--- src/rtl/dut_step_ctrl.sv ---
// rtl/dut_step_ctrl.sv - DUT clock-enable / readback step sequencer
//
// Purpose:
//   Each accepted H2C packet enables the gated DUT clock for N cycles
//   (N = max(cfg_step_cycles, 1)). The block then optionally fires a one-cycle
//   C2H capture and waits for the C2H engine to finish before it re-opens H2C.
//
// Ports:
//   clk, rst_n        clock and synchronous active-low reset
//   cfg_step_cycles   DUT cycles per packet, sampled on an accepted packet
//   cfg_capture_en    capture after the step (1) or skip it (0)
//   h2c_pkt_done      pulse: vip2dut fully loaded
//   c2h_done          pulse: capture transfer and CMPT finished
//   h2c_en            H2C may accept the next packet
//   dut_clk_en        CE for the DUT BUFGCE
//   c2h_capture       one-cycle pulse to latch dut2vip
//   busy              sequencer not idle
//   step_count        DUT cycles enabled since reset (wraps)
//   pkt_count         packets accepted since reset (wraps)
//   err_overrun       sticky: packet arrived while not idle

module dut_step_ctrl #(
  parameter int CNT_WIDTH  = 16,
  parameter int STAT_WIDTH = 32
) (
  input  logic                  clk,
  input  logic                  rst_n,
  input  logic [CNT_WIDTH-1:0]  cfg_step_cycles,
  input  logic                  cfg_capture_en,
  input  logic                  h2c_pkt_done,
  input  logic                  c2h_done,
  output logic                  h2c_en,
  output logic                  dut_clk_en,
  output logic                  c2h_capture,
  output logic                  busy,
  output logic [STAT_WIDTH-1:0] step_count,
  output logic [STAT_WIDTH-1:0] pkt_count,
  output logic                  err_overrun
);

  typedef enum logic [1:0] {
    IDLE     = 2'd0,
    RUN      = 2'd1,
    CAPT     = 2'd2,
    WAIT_C2H = 2'd3
  } state_t;

  localparam logic [CNT_WIDTH-1:0]  CNT_ONE  = 1;
  localparam logic [CNT_WIDTH-1:0]  CNT_ZERO = '0;
  localparam logic [STAT_WIDTH-1:0] STAT_ONE = 1;

  state_t               state;
  state_t               state_nxt;
  logic [CNT_WIDTH-1:0] cyc_cnt;
  logic                 capture_flag;
  logic                 accept;

  // A packet is only accepted in IDLE; anything else is an overrun.
  assign accept = (state == IDLE) && h2c_pkt_done;

  // State register
  always_ff @(posedge clk) begin
    if (!rst_n) begin
      state <= IDLE;
    end else begin
      state <= state_nxt;
    end
  end

  // Next-state logic
  always_comb begin
    state_nxt = state;
    case (state)
      IDLE:     if (h2c_pkt_done) state_nxt = RUN;
      RUN:      if (cyc_cnt == CNT_ONE) state_nxt = capture_flag ? CAPT : IDLE;
      CAPT:     state_nxt = WAIT_C2H;
      WAIT_C2H: if (c2h_done) state_nxt = IDLE;
      default:  state_nxt = IDLE;
    endcase
  end

  // Outputs decoded purely from the registered state, so no input reaches
  // the BUFGCE CE or the control ports combinationally.
  always_comb begin
    h2c_en      = 1'b0;
    dut_clk_en  = 1'b0;
    c2h_capture = 1'b0;
    busy        = 1'b1;
    case (state)
      IDLE: begin
        h2c_en = 1'b1;
        busy   = 1'b0;
      end
      RUN:      dut_clk_en  = 1'b1;
      CAPT:     c2h_capture = 1'b1;
      default: ;
    endcase
  end

  // Step counter, latched config and status counters. The step length and
  // capture flag are captured once per packet, so config edits mid-step are
  // only seen by the next packet.
  always_ff @(posedge clk) begin
    if (!rst_n) begin
      cyc_cnt      <= '0;
      capture_flag <= 1'b0;
      step_count   <= '0;
      pkt_count    <= '0;
      err_overrun  <= 1'b0;
    end else begin
      if (accept) begin
        cyc_cnt      <= (cfg_step_cycles == CNT_ZERO) ? CNT_ONE : cfg_step_cycles;
        capture_flag <= cfg_capture_en;
        pkt_count    <= pkt_count + STAT_ONE;
      end else if (state == RUN) begin
        cyc_cnt    <= cyc_cnt - CNT_ONE;
        step_count <= step_count + STAT_ONE;
      end
      if (h2c_pkt_done && (state != IDLE)) begin
        err_overrun <= 1'b1;
      end
    end
  end

endmodule

--- config.mk ---
export PLATFORM = sky130hd
export DESIGN_NAME = dut_step_ctrl
export DESIGN_NICKNAME = d
export VERILOG_FILES = /design/src/rtl/dut_step_ctrl.sv
export SDC_FILE = /design/constraint.sdc
export NUM_CORES = 1
export LEC_CHECK = 0
export CAP_MARGIN = 40
export CORE_MARGIN = 5
export CORE_UTILIZATION = 41
export CTS_CLUSTER_DIAMETER = 200
export DETAILED_ROUTE_END_ITERATION = 10
export PLACE_DENSITY = 0.66
export SYNTH_ARGS = -nofsm -noshare
export SYNTH_HDL_FRONTEND = slang
export SYNTH_SLANG_ARGS = --single-unit
--- constraint.sdc ---
create_clock -name clk -period 3.3 [get_ports clk]
set_input_delay 0.495 -clock clk [delete_from_list [all_inputs] [get_ports clk]]
set_output_delay 0.495 -clock clk [all_outputs]
set_load 0.005 [all_outputs]
# Yosys cells after proc, flatten, opt, wreduce, memory -nomap -nowiden
# Cells that the tools add are included.
# totals
input_bits	21
output_inout_bits	69
register_bits	84
# classes
n_addsub	3
n_reduce_logical	8
n_mux	12
n_bitwise	1
eq_ne	7
# op_table
operator	n
$add 32x1->32 const B	2
$mux 16	3
$eq 16x1->1 const B	1
$logic_not 16->1	1
$sub 16x1->16 const B	1
$mux 2	4
$pmux 2 s4	1
$ne 2x2->1 const B	3
$eq 2x2->1 const B	2
$mux 1	4
$reduce_bool 2->1	2
$reduce_and 3->1	1
$eq 2x1->1 const B	1
$logic_and 1x1->1	2
$logic_not 2->1	1
$reduce_and 2->1	1
$not 1->1	1

# Longest topological paths before layout
# logic_depth
ltp_word	4
depth_mapped	8
ltp_nobuf	6

# Least setup slack after synthesis
# Ideal clock, no wire load.
# synth_timing
kind	input port to flip-flop
start	input h2c_pkt_done
end	register pkt_count[12]
path_stages	6
slack_ns	1.222
setup_ns	0.070
arrival_ns	2.008
required_time_ns	3.230
n_path_buf	2
path_cell_list	buf_2 -> nor4bb_1 -> buf_2 -> nand3_1 -> or4b_2 -> a21oi_1
# synth_via
elab_chain_cells	1
# synth_lines
item	line	rtl
start: declaration	30	input logic h2c_pkt_done,
$logic_and 1x1->1	59	assign accept = (state == IDLE) && h2c_pkt_done;
end signal: assignment	114	pkt_count <= pkt_count + STAT_ONE;
end: declaration	37	output logic [STAT_WIDTH-1:0] pkt_count,
# Every way passes these cells.
# A chain may end at the register's enable or synchronous reset.

==> results.cfg <==
[detailed_routing]
drt_iter0_markers = 290
routed_wire_length_per_instance_um = 16.10
drt-total-wl_um = 11880
drt_first_pass_iters = 6
num_vias = 4277
drc = 0
antenna_left = 0
post_drt_via_cell_ratio = 5.795

[global_routing]
wire_length_of_the_first_global_routing_pass_um = 19840
grt-ovfl-total = 0
grt.total_usage_pct = 18.53
grt_start_max_net_pins = 38
first_global_vias = 4030
number_of_antenna_violations_at_the_first_check_in_global_routing = 0

[cts]
cts_hold_bufs = 0
tritoncts = yes
clk-insertion-delay-late_ns = 0.34
cts_root_buf = clkbuf_8
htree_levels = 3
cts.path.max_buffers = 2
cts.sink_count = 84
cts_repair_resize_count = 0
cts_made_buffers = 9
clock_transition_time_at_the_flip_flop_clock_pins_of_the_worst_setup_and_hold_paths_ns = 0.09
cts.repair_timing.setup_buffer_count = 0

[run_status]
run_status = complete, no violations

[pwr]
power_uw = 1991
power.sequential.fraction_pct = 53.7
cellInternalPower_uw = 1440
pwr-share-clk_pct = 34.9
power.share.combinational_pct = 11.5
power_density_mw_per_mm2 = 363.5
p_leak_uw = 0.001649
swShare_pct = 27.67
vdd.ir_drop.worst_mv = 0.1931
switchingPower_uw = 550.9

[yosys]
synth_edf_count = 0
synth.ff_latch_count = 84
synthesis.area_per_instance_um2 = 8.207
yosys.area.top_type = dfxtp_1
yosys.area.top_type_share_pct = 39.10
synth-adder-area-share_pct = 1.164
synthSimpleGateAreaFrac_pct = 29.15
synth.most_common_cell = dfxtp_1
combinational_family_with_the_most_area_after_synthesis = simple AND/OR/NAND/NOR gates
yosys-mux-area-fraction_pct = 0.9601
async_reset_ff_share_pct = 0
ys_warn_count = 0
yosys_most_used_dff = dfxtp_1
postSynthCellCount = 524
yosys-top-cells-count = 84 x dfxtp_1, 46 x a21oi_1, 46 x nand2_1, 31 x nor2_1, 30 x clkbuf_1
post_synth_instance_area_mm2 = 0.004300
synth.distinct_cells = 51
synth.yosys.seq_area_share_pct = 39.10
synth_compound_gate_area_share_pct = 20.69
synthTopCellsByArea = dfxtp_1 39%, a21oi_1 5.4%, or4_1 5.1%
synth_xor_xnor_area_share_pct = 4.277
net_count_of_the_mapped_netlist = 549

[timing]
setup_repair_after_global_routing_missed_its_margin = no
total_neg_setup_slack_ns = 0
setup_violations = 0
final-max-slew-violation-count = 0
max_freq_ghz = 0.3746
worst_slack_ns = 0.6302
worst_clock_skew_ns = 0.01578
tightest_slew_ns = 0.8219
final_hold_violation_count = 0
slew_headroom_pct = 45.21
finalCriticalPeriod_ns = 2.670
min_period_over_period_pct = 80.90

[place]
placement.setup.worst_slack_ns = 0.6895
dp_hpwl_um = 8520
placedCellCount = 722
gp_congestion = 0.8315
buffer_ports.inserted = 89

[die]
effective_utilization_at_floorplan_pct = 41.84
core_mm2 = 0.01028
die_w_um = 112.4
die_area_mm2 = 0.01264
dieHeight_um = 112.4
row_count = 37
num_io_pins = 90

[setup_path]
worst_setup_path_end_kind = output pin
crit_path_max_fanout = 18
startpoint_type = flip-flop
crit_required_ns = 2.80
setup.worst_path.class = reg2out
worst_path_arrival_ns = 2.17

[cells_and_area]
drive_above_1_share_pct = 5.980
fin_nets = 622
insertedDiodeCount = 0
layout.cells.non_filler = 738
syn2layout_area_growth_pct = 27.38
post-route-util_pct = 53.30

[hold_path]
timing.hold.worst.class = reg2reg

[job]
max_cap_viol_count = 0
## registers in the layout (all words and copies together) (netlist names), named ones only
name,flops
cyc_cnt,16
capture_flag,1
err_overrun,1
state,1
pkt_count,32
step_count,32
## cells in the final DEF, fill, tap and decap left out, drive strengths merged, types with 3 or more instances in the layout
cell type,instances
clkdlybuf4s50,89
dfxtp,84
nand2,46
a21oi,46
nor2,31
or4,29
o31ai,24
nand3,23
nand4,21
nor4,16
o21ai,16
inv,16
xnor2,13
nand2b,12
or3,10
o311ai,10
clkbuf,10
buf,10
xor2,8
o41ai,8
nor3,7
and4,6
and2,5
a31oi,5
o221ai,5
o21a,5
and3,5
ha,4
clkinvlp,4
or2,3
nand3b,3
mux2i,3
## cells by family (layout without fill, tap and decap cells)
family	count (synthesis)	in the layout
simple gates	225	225
compound gates	134	134
flops	84	84
buf+inv	52	130
xor+xnor	21	21
fa+ha+maj	4	4
mux	4	4
## through the flow
step / hold slack [ns] / area [µm²]
detailed placement: 0.4654 / 5293
global route: 0.5065 / 5478
floorplan: 0.4366 / 4300
CTS: 0.4788 / 5478
finish: 0.4777 / 5478
global placement: 0.4469 / 5293
## routing by layer
metal | routed length, µm | part of all wire (%) | global-route usage, % | up-vias
li1 | - | - | - | 2131
met1 | 5664 | 48 | 25.07 | 2048
met2 | 5546 | 47 | 30.23 | 90
met3 | 564 | 4.7 | 3.989 | 8
met4 | 105 | 0.88 | 4.567 | 0
met5 | 0 | 0 | 0 | -
## cell type report
cell class	count	area, µm²
fill	1005	4800
clock inverter	6	47.55
multi-input combinational	388	2419
inverter	15	56.30
timing repair buffer	99	965.9
tap	136	170.2
sequential	84	1682
clock buffer	10	137.6
## worst paths after layout
kind	from	endpoint	slack, ns	depth (start not counted)
min	capture_flag	capture_flag	0.48	2
min reg2reg	capture_flag	capture_flag	0.48	2
max	flip-flop	dut_clk_en	0.63	4
max reg2reg	step_count[5]	step_count[29]	0.84	4
## power groups by stage
stage	logic (µW)	registers [µW]	clock network [µW]
floorplan	142	1080	0
global placement	223	1090	0
detailed placement	226	1090	0
CTS	227	1070	716
global route	252	1070	762
finish	228	1070	694
## worst max-delay path: stages, from the launching register on
cell             delay (ns)
dfxtp_1                0.32
buf_4                  0.21
nand2b_1               0.38
clkinv_1               0.37
clkdlybuf4s50_1        0.56
No activity file was read; power rests on OpenSTA's default activity.
==> edit 1: new RTL, config.mk and constraints unchanged <==
Re-encode `state_t` (4 states) as one-hot, 4 bits wide.
--- a/src/rtl/dut_step_ctrl.sv
+++ b/src/rtl/dut_step_ctrl.sv
@@ -38,11 +38,11 @@
   output logic                  err_overrun
 );
 
-  typedef enum logic [1:0] {
-    IDLE     = 2'd0,
-    RUN      = 2'd1,
-    CAPT     = 2'd2,
-    WAIT_C2H = 2'd3
+  typedef enum logic [3:0] {
+    IDLE     = 4'b0001,
+    RUN      = 4'b0010,
+    CAPT     = 4'b0100,
+    WAIT_C2H = 4'b1000
   } state_t;
 
   localparam logic [CNT_WIDTH-1:0]  CNT_ONE  = 1;
Check against the original RTL: same outputs for any inputs over 10 cycles, from zero or initial values and one cycle with rst_n low; not proved beyond that.
==> edit 1 against the unedited design <==
- wire length down 7.5%
- final area fell by 2.5%
- worst setup slack worse by 0.15 ns
- cell count shrank 4.1%
- area after synthesis is 3.8% lower
- sequential share of layout area rose by 1.5 points
- sequential cell count grew 2
- register-to-register slack lost 0.25 ns
Power is not compared: it rests on default switching activity, and its combinational part moved more than twofold at a synthesized area within 25%.
==> edit 1: results (changes against the unedited design) <==
| Metric | Value |
|---|---|
| FF-to-FF path depth | `4 (unchanged)` |
| Fraction of registers with async set/reset | `0 (unchanged)` |
| N_diodes | `0 (unchanged)` |
| Relative slew slack | `0.408 (-0.0443)` |
| Worst r2r dst | `step_count[21]$_SDFFE_PN0P_` |
| Worst ir drop on vdd | `0.000245 V` |
| GR Util met3 | `0.0454 (+0.00551)` |
| I/O Buffers | `89 (unchanged)` |
| Final HPWL from detailed placement | `7.67 mm (-10%)` |
| # fillers | `950 (-5.5%)` |
| CP Max Fanout | `19 (+1)` |
| Max clock buf depth | `2 (unchanged)` |
| Main area contributors after synthesis | `dfxtp_1 (42%), a21oi_1 (6.3%), or4_1 (5.6%), o31ai_1 (4.4%), or3_1 (3.6%)` |
| Synth top cells by count | `dfxtp_1 (86), a21oi_1 (52), nand2_1 (33)` |
| Count of cell types in the netlist | `48 (-5.9%)` |
| Clk_lat worst skew | `0.36 ns (+0.02 ns)` |
| Syn avg cell area | `8.36 µm² (+1.8%)` |
| CP top delay family | `buffers and inverters` |
| Worst reg-to-reg setup slack | `0.59 ns (-0.25 ns)` |
| WHS Endpoint | `pkt_count[30]$_SDFFE_PN0P_` |
| Share of cells above drive strength 1 | `0.0435 (-0.0163)` |
| Top FF cell, synth | `dfxtp_1` |
| Outcome | `finished clean` |
| Worst r2r src | `state[2]$_SDFFE_PN0P_` |
| First-pass GRT wire length | `18.3 mm (-7.9%)` |
| Largest net degree at the start of global routing | `44 (+16%)` |
| Clk_skew | `0.00822 ns (-0.00757 ns)` |
| Global Route Usage Sum | `0.175 (-0.0101)` |
| Initial antenna violation count | `0 (unchanged)` |
| CP max-delay cell | `or4b_4` |
| Hold_ws | `0.477 ns (-0.00107 ns)` |
| Final wirelength | `11.0 mm (-7.5%)` |
| Drt initial violations | `204 (-30%)` |
| Hold_buf cts | `0 (unchanged)` |
| Gp weighted congestion | `0.834 (+0.32%)` |
| Global Route met1 Usage | `0.224 (-0.0268)` |
| Vias in the first global route | `3847 (-4.5%)` |
| Seq/Total Area, Yosys | `0.416 (+0.0252)` |
| CTS root buf | `clkbuf_8` |
| Hold Crit Start | `pkt_count[30]$_SDFFE_PN0P_` |
| Critical Path Max Stage Delay | `0.64 ns (+0.08 ns)` |
| Biggest regs | `pkt_count x32, step_count x32, cyc_cnt x16` |
| Met2 global-route usage | `0.279 (-0.0236)` |
| Pre-antenna DRT Iters | `5 (-1)` |
| Via count | `4115 (-3.8%)` |
| Post-cts sizing count | `0 (unchanged)` |
| Post-Layout Cell Count | `708 (-4.1%)` |
| Lkg Pwr | `1.57 nW` |
| Critical Path AT | `2.32 ns (+0.15 ns)` |
| Synth Warn # | `0 (unchanged)` |
| Fin nets | `595 (-4.3%)` |
| Hold Path Depth | `2 (unchanged)` |
| Post-synth net total | `520 (-5.3%)` |
| Placed cell count | `692 (-4.2%)` |
| Post-CTS setup buffers | `0 (unchanged)` |
[edit 1: layout make-up]
class,count,area share
Clock buffer,11,0.0265
Sequential cell,86,0.322
Clock inverter,5,0.0155
Tap cell,133,0.0312
Inverter,19,0.0134
Timing Repair Buffer,92,0.173
Multi-Input combinational cell,362,0.418
[edit 1: per-layer routing]
layer / vias up / wire (µm)
li1: 2023 / -
met1: 1955 / 4940
met2: 119 / 5190
met3: 18 / 661
met4: 0 / 191
met5: - / 0
[edit 1: kinds of logic (layout without fill, tap and decap cells)]
logic type | Yosys count | in the layout | synth area share
AOI/OAI and AO/OA | 131 | 131 | 0.194
muxes | 2 | 2 | 0.00484
buffers and inverters | 47 | 127 | 0.0448
and+or+nand+nor | 202 | 202 | 0.279
DFF | 86 | 86 | 0.416
xor gates and xnor gates | 23 | 23 | 0.0487
adders and majority gates | 4 | 4 | 0.0121
[edit 1: report_power, final]
group          internal (W)  switching (W)
combinational      0.000219       0.000285
clock              0.000447       0.000389
sequential          0.00112      0.0000777
[edit 1: worst reg2reg max path, delay by kind of cell, from the launching register on]
kind	cells	cell delay [ns]
AO/OA/AOI/OAI	1	0.16
flip-flops	1	0.36
AND/OR/NAND/NOR	3	2.10
[edit 1: metrics by stage]
| stage | cell area [µm²] | utilization | total power (W) | setup WS [ns] |
|---|---|---|---|---|
| floorplan | 4140 | - | 0.00153 | 1.07 |
| global placement | 5110 | 0.521 | 0.00170 | 0.462 |
| detailed placement | 5110 | 0.521 | 0.00171 | 0.377 |
| CTS | 5340 | 0.544 | 0.00256 | 0.468 |
| global route | 5340 | 0.544 | 0.00268 | 0.393 |
| finish | 5340 | 0.544 | 0.00254 | 0.484 |
[edit 1: how the worst max path moves through the flow]
stage,from,to
5_1_grt,state[3]$_SDFFE_PN0P_,dut_clk_en
3_3_place_gp,h2c_pkt_done,pkt_count[27]$_SDFFE_PN0P_
6_report,state[2]$_SDFFE_PN0P_,dut_clk_en
2_1_floorplan,state[3]$_SDFFE_PN0P_,step_count[21]$_SDFFE_PN0P_
3_5_place_dp,h2c_pkt_done,pkt_count[29]$_SDFFE_PN0P_
4_1_cts,state[3]$_SDFFE_PN0P_,dut_clk_en
==> edit 2: new RTL, config.mk and constraints unchanged <==
Made on the original files. Change the parameter `CNT_WIDTH` from 16 to 32.
--- a/src/rtl/dut_step_ctrl.sv
+++ b/src/rtl/dut_step_ctrl.sv
@@ -20,7 +20,7 @@
 //   err_overrun       sticky: packet arrived while not idle
 
 module dut_step_ctrl #(
-  parameter int CNT_WIDTH  = 16,
+  parameter int CNT_WIDTH  = 32,
   parameter int STAT_WIDTH = 32
 ) (
   input  logic                  clk,
Interface: changed (resized cfg_step_cycles); port bits go from 90 to 106. The function was not compared with the original's and may differ.
==> edit 2 against the unedited design <==
- die area grew 13%
- critical path depth is the same
- critical path type unchanged
- sequential cell count grew 16
- first-iteration DRC count shrank 8.6%
- highest routed layer unchanged
- final area grew 17%
- maximum frequency grew 5.9%
- global-route usage grew 0.52 points
- wire length grew 12%
- worst setup slack gained 0.15 ns
- area after synthesis grew 14%
- total power grew 41%
- hold slack lost 0.016 ns
==> edit 2: results (changes against the unedited design) <==
| Metric | Value |
|---|---|
| Drt initial violations | `265 (-8.6%)` |
| I/O Buffers | `105 (+18%)` |
| Fin nets | `732 (+18%)` |
| Post-Syn Instances | `596 (+14%)` |
| CP Max Fanout | `17 (-1)` |
| Invs w/o clock | `18 (+3)` |
| Met2 global-route usage | `0.306 (+0.00320)` |
| Metal3 WL | `746 µm (+32%)` |
| Post-Layout Cell Count | `843 (+14%)` |
| Lkg Pwr | `2.15 nW (+30%)` |
| CTS root buf | `clkbuf_16` |
| Sequential Area | `2000 µm² (+19%)` |
| # fillers | `1112 (+11%)` |
| Worst ir drop on vdd | `0.000259 V (+34%)` |
| Switching portion of total power | `0.251 (-0.0258)` |
| Minimum clock period | `2.52 ns (-0.149 ns)` |
| Synth top cells by count | `dfxtp_1 (100), nor2_1 (72), nand2_1 (50)` |
| Synth Area in Compound Gates | `0.121 (-0.0862)` |
| Post-synthesis xor/xnor area fraction | `0.111 (+0.0682)` |
| Worst r2r dst | `pkt_count[28]$_SDFFE_PN0P_` |
| Area post-placement | `6100 µm² (+15%)` |
| Relative slew slack | `0.479 (+0.0265)` |
| Biggest regs | `cyc_cnt x32, pkt_count x32, step_count x32` |
| Pre-antenna DRT Iters | `5 (-1)` |
| Worst r2r src | `pkt_count[4]$_SDFFE_PN0P_` |
| Met2 WL | `6.29 mm (+13%)` |
| Adder-cell share of the synthesized area | `0.0102 (-0.00141)` |
| Outcome | `finished clean` |
| Main area contributors after synthesis | `dfxtp_1 (41%), xnor2_1 (6.1%), nor2_1 (5.5%), xor2_1 (5.0%), nand2_1 (3.8%)` |
| Seq/total area | `0.311 (+0.00417)` |
| Share of cells above drive strength 1 | `0.0603 (+0.000544)` |
| Post-synth net total | `637 (+16%)` |
| Largest net degree at the start of global routing | `43 (+13%)` |
| GR Util met3 | `0.0313 (-0.00855)` |
| Global Route met1 Usage | `0.259 (+0.00787)` |
| Layout area overhead | `31.4%` |
| Gp weighted congestion | `0.843 (+1.4%)` |
| First-pass GRT wire length | `22.8 mm (+15%)` |
| Seq/Total Area, Yosys | `0.409 (+0.0180)` |
| Post-synthesis register bit count | `100 (+19%)` |
| Final HPWL from detailed placement | `9.59 mm (+13%)` |
| Multi-input gates | `447 (+15%)` |
[edit 2: cell types whose count changed in the layout (fill, tap and decap cells not counted), moves of 10 or more]
| cell | unedited run | this run |
|---|---|---|
| o21ai_0 | 16 | 32 |
| or4_1 | 29 | 1 |
| o311ai_0 | 10 | 0 |
| o31ai_1 | 24 | 1 |
| xnor2_1 | 13 | 34 |
| xor2_1 | 8 | 28 |
| nor2_1 | 31 | 72 |
| nor3_1 | 7 | 20 |
| clkdlybuf4s50_1 | 89 | 105 |
| a21oi_1 | 46 | 33 |
| dfxtp_1 | 84 | 100 |
[edit 2: power by group through the flow]
| stage | registers (W) | clock network (W) | logic [W] |
|---|---|---|---|
| after floorplan | 0.00131 | 0 | 0.000212 |
| after global placement | 0.00132 | 0 | 0.000336 |
| after detailed placement | 0.00133 | 0 | 0.000341 |
| after CTS | 0.00130 | 0.00119 | 0.000343 |
| after global routing | 0.00131 | 0.00124 | 0.000380 |
| final | 0.00130 | 0.00117 | 0.000343 |
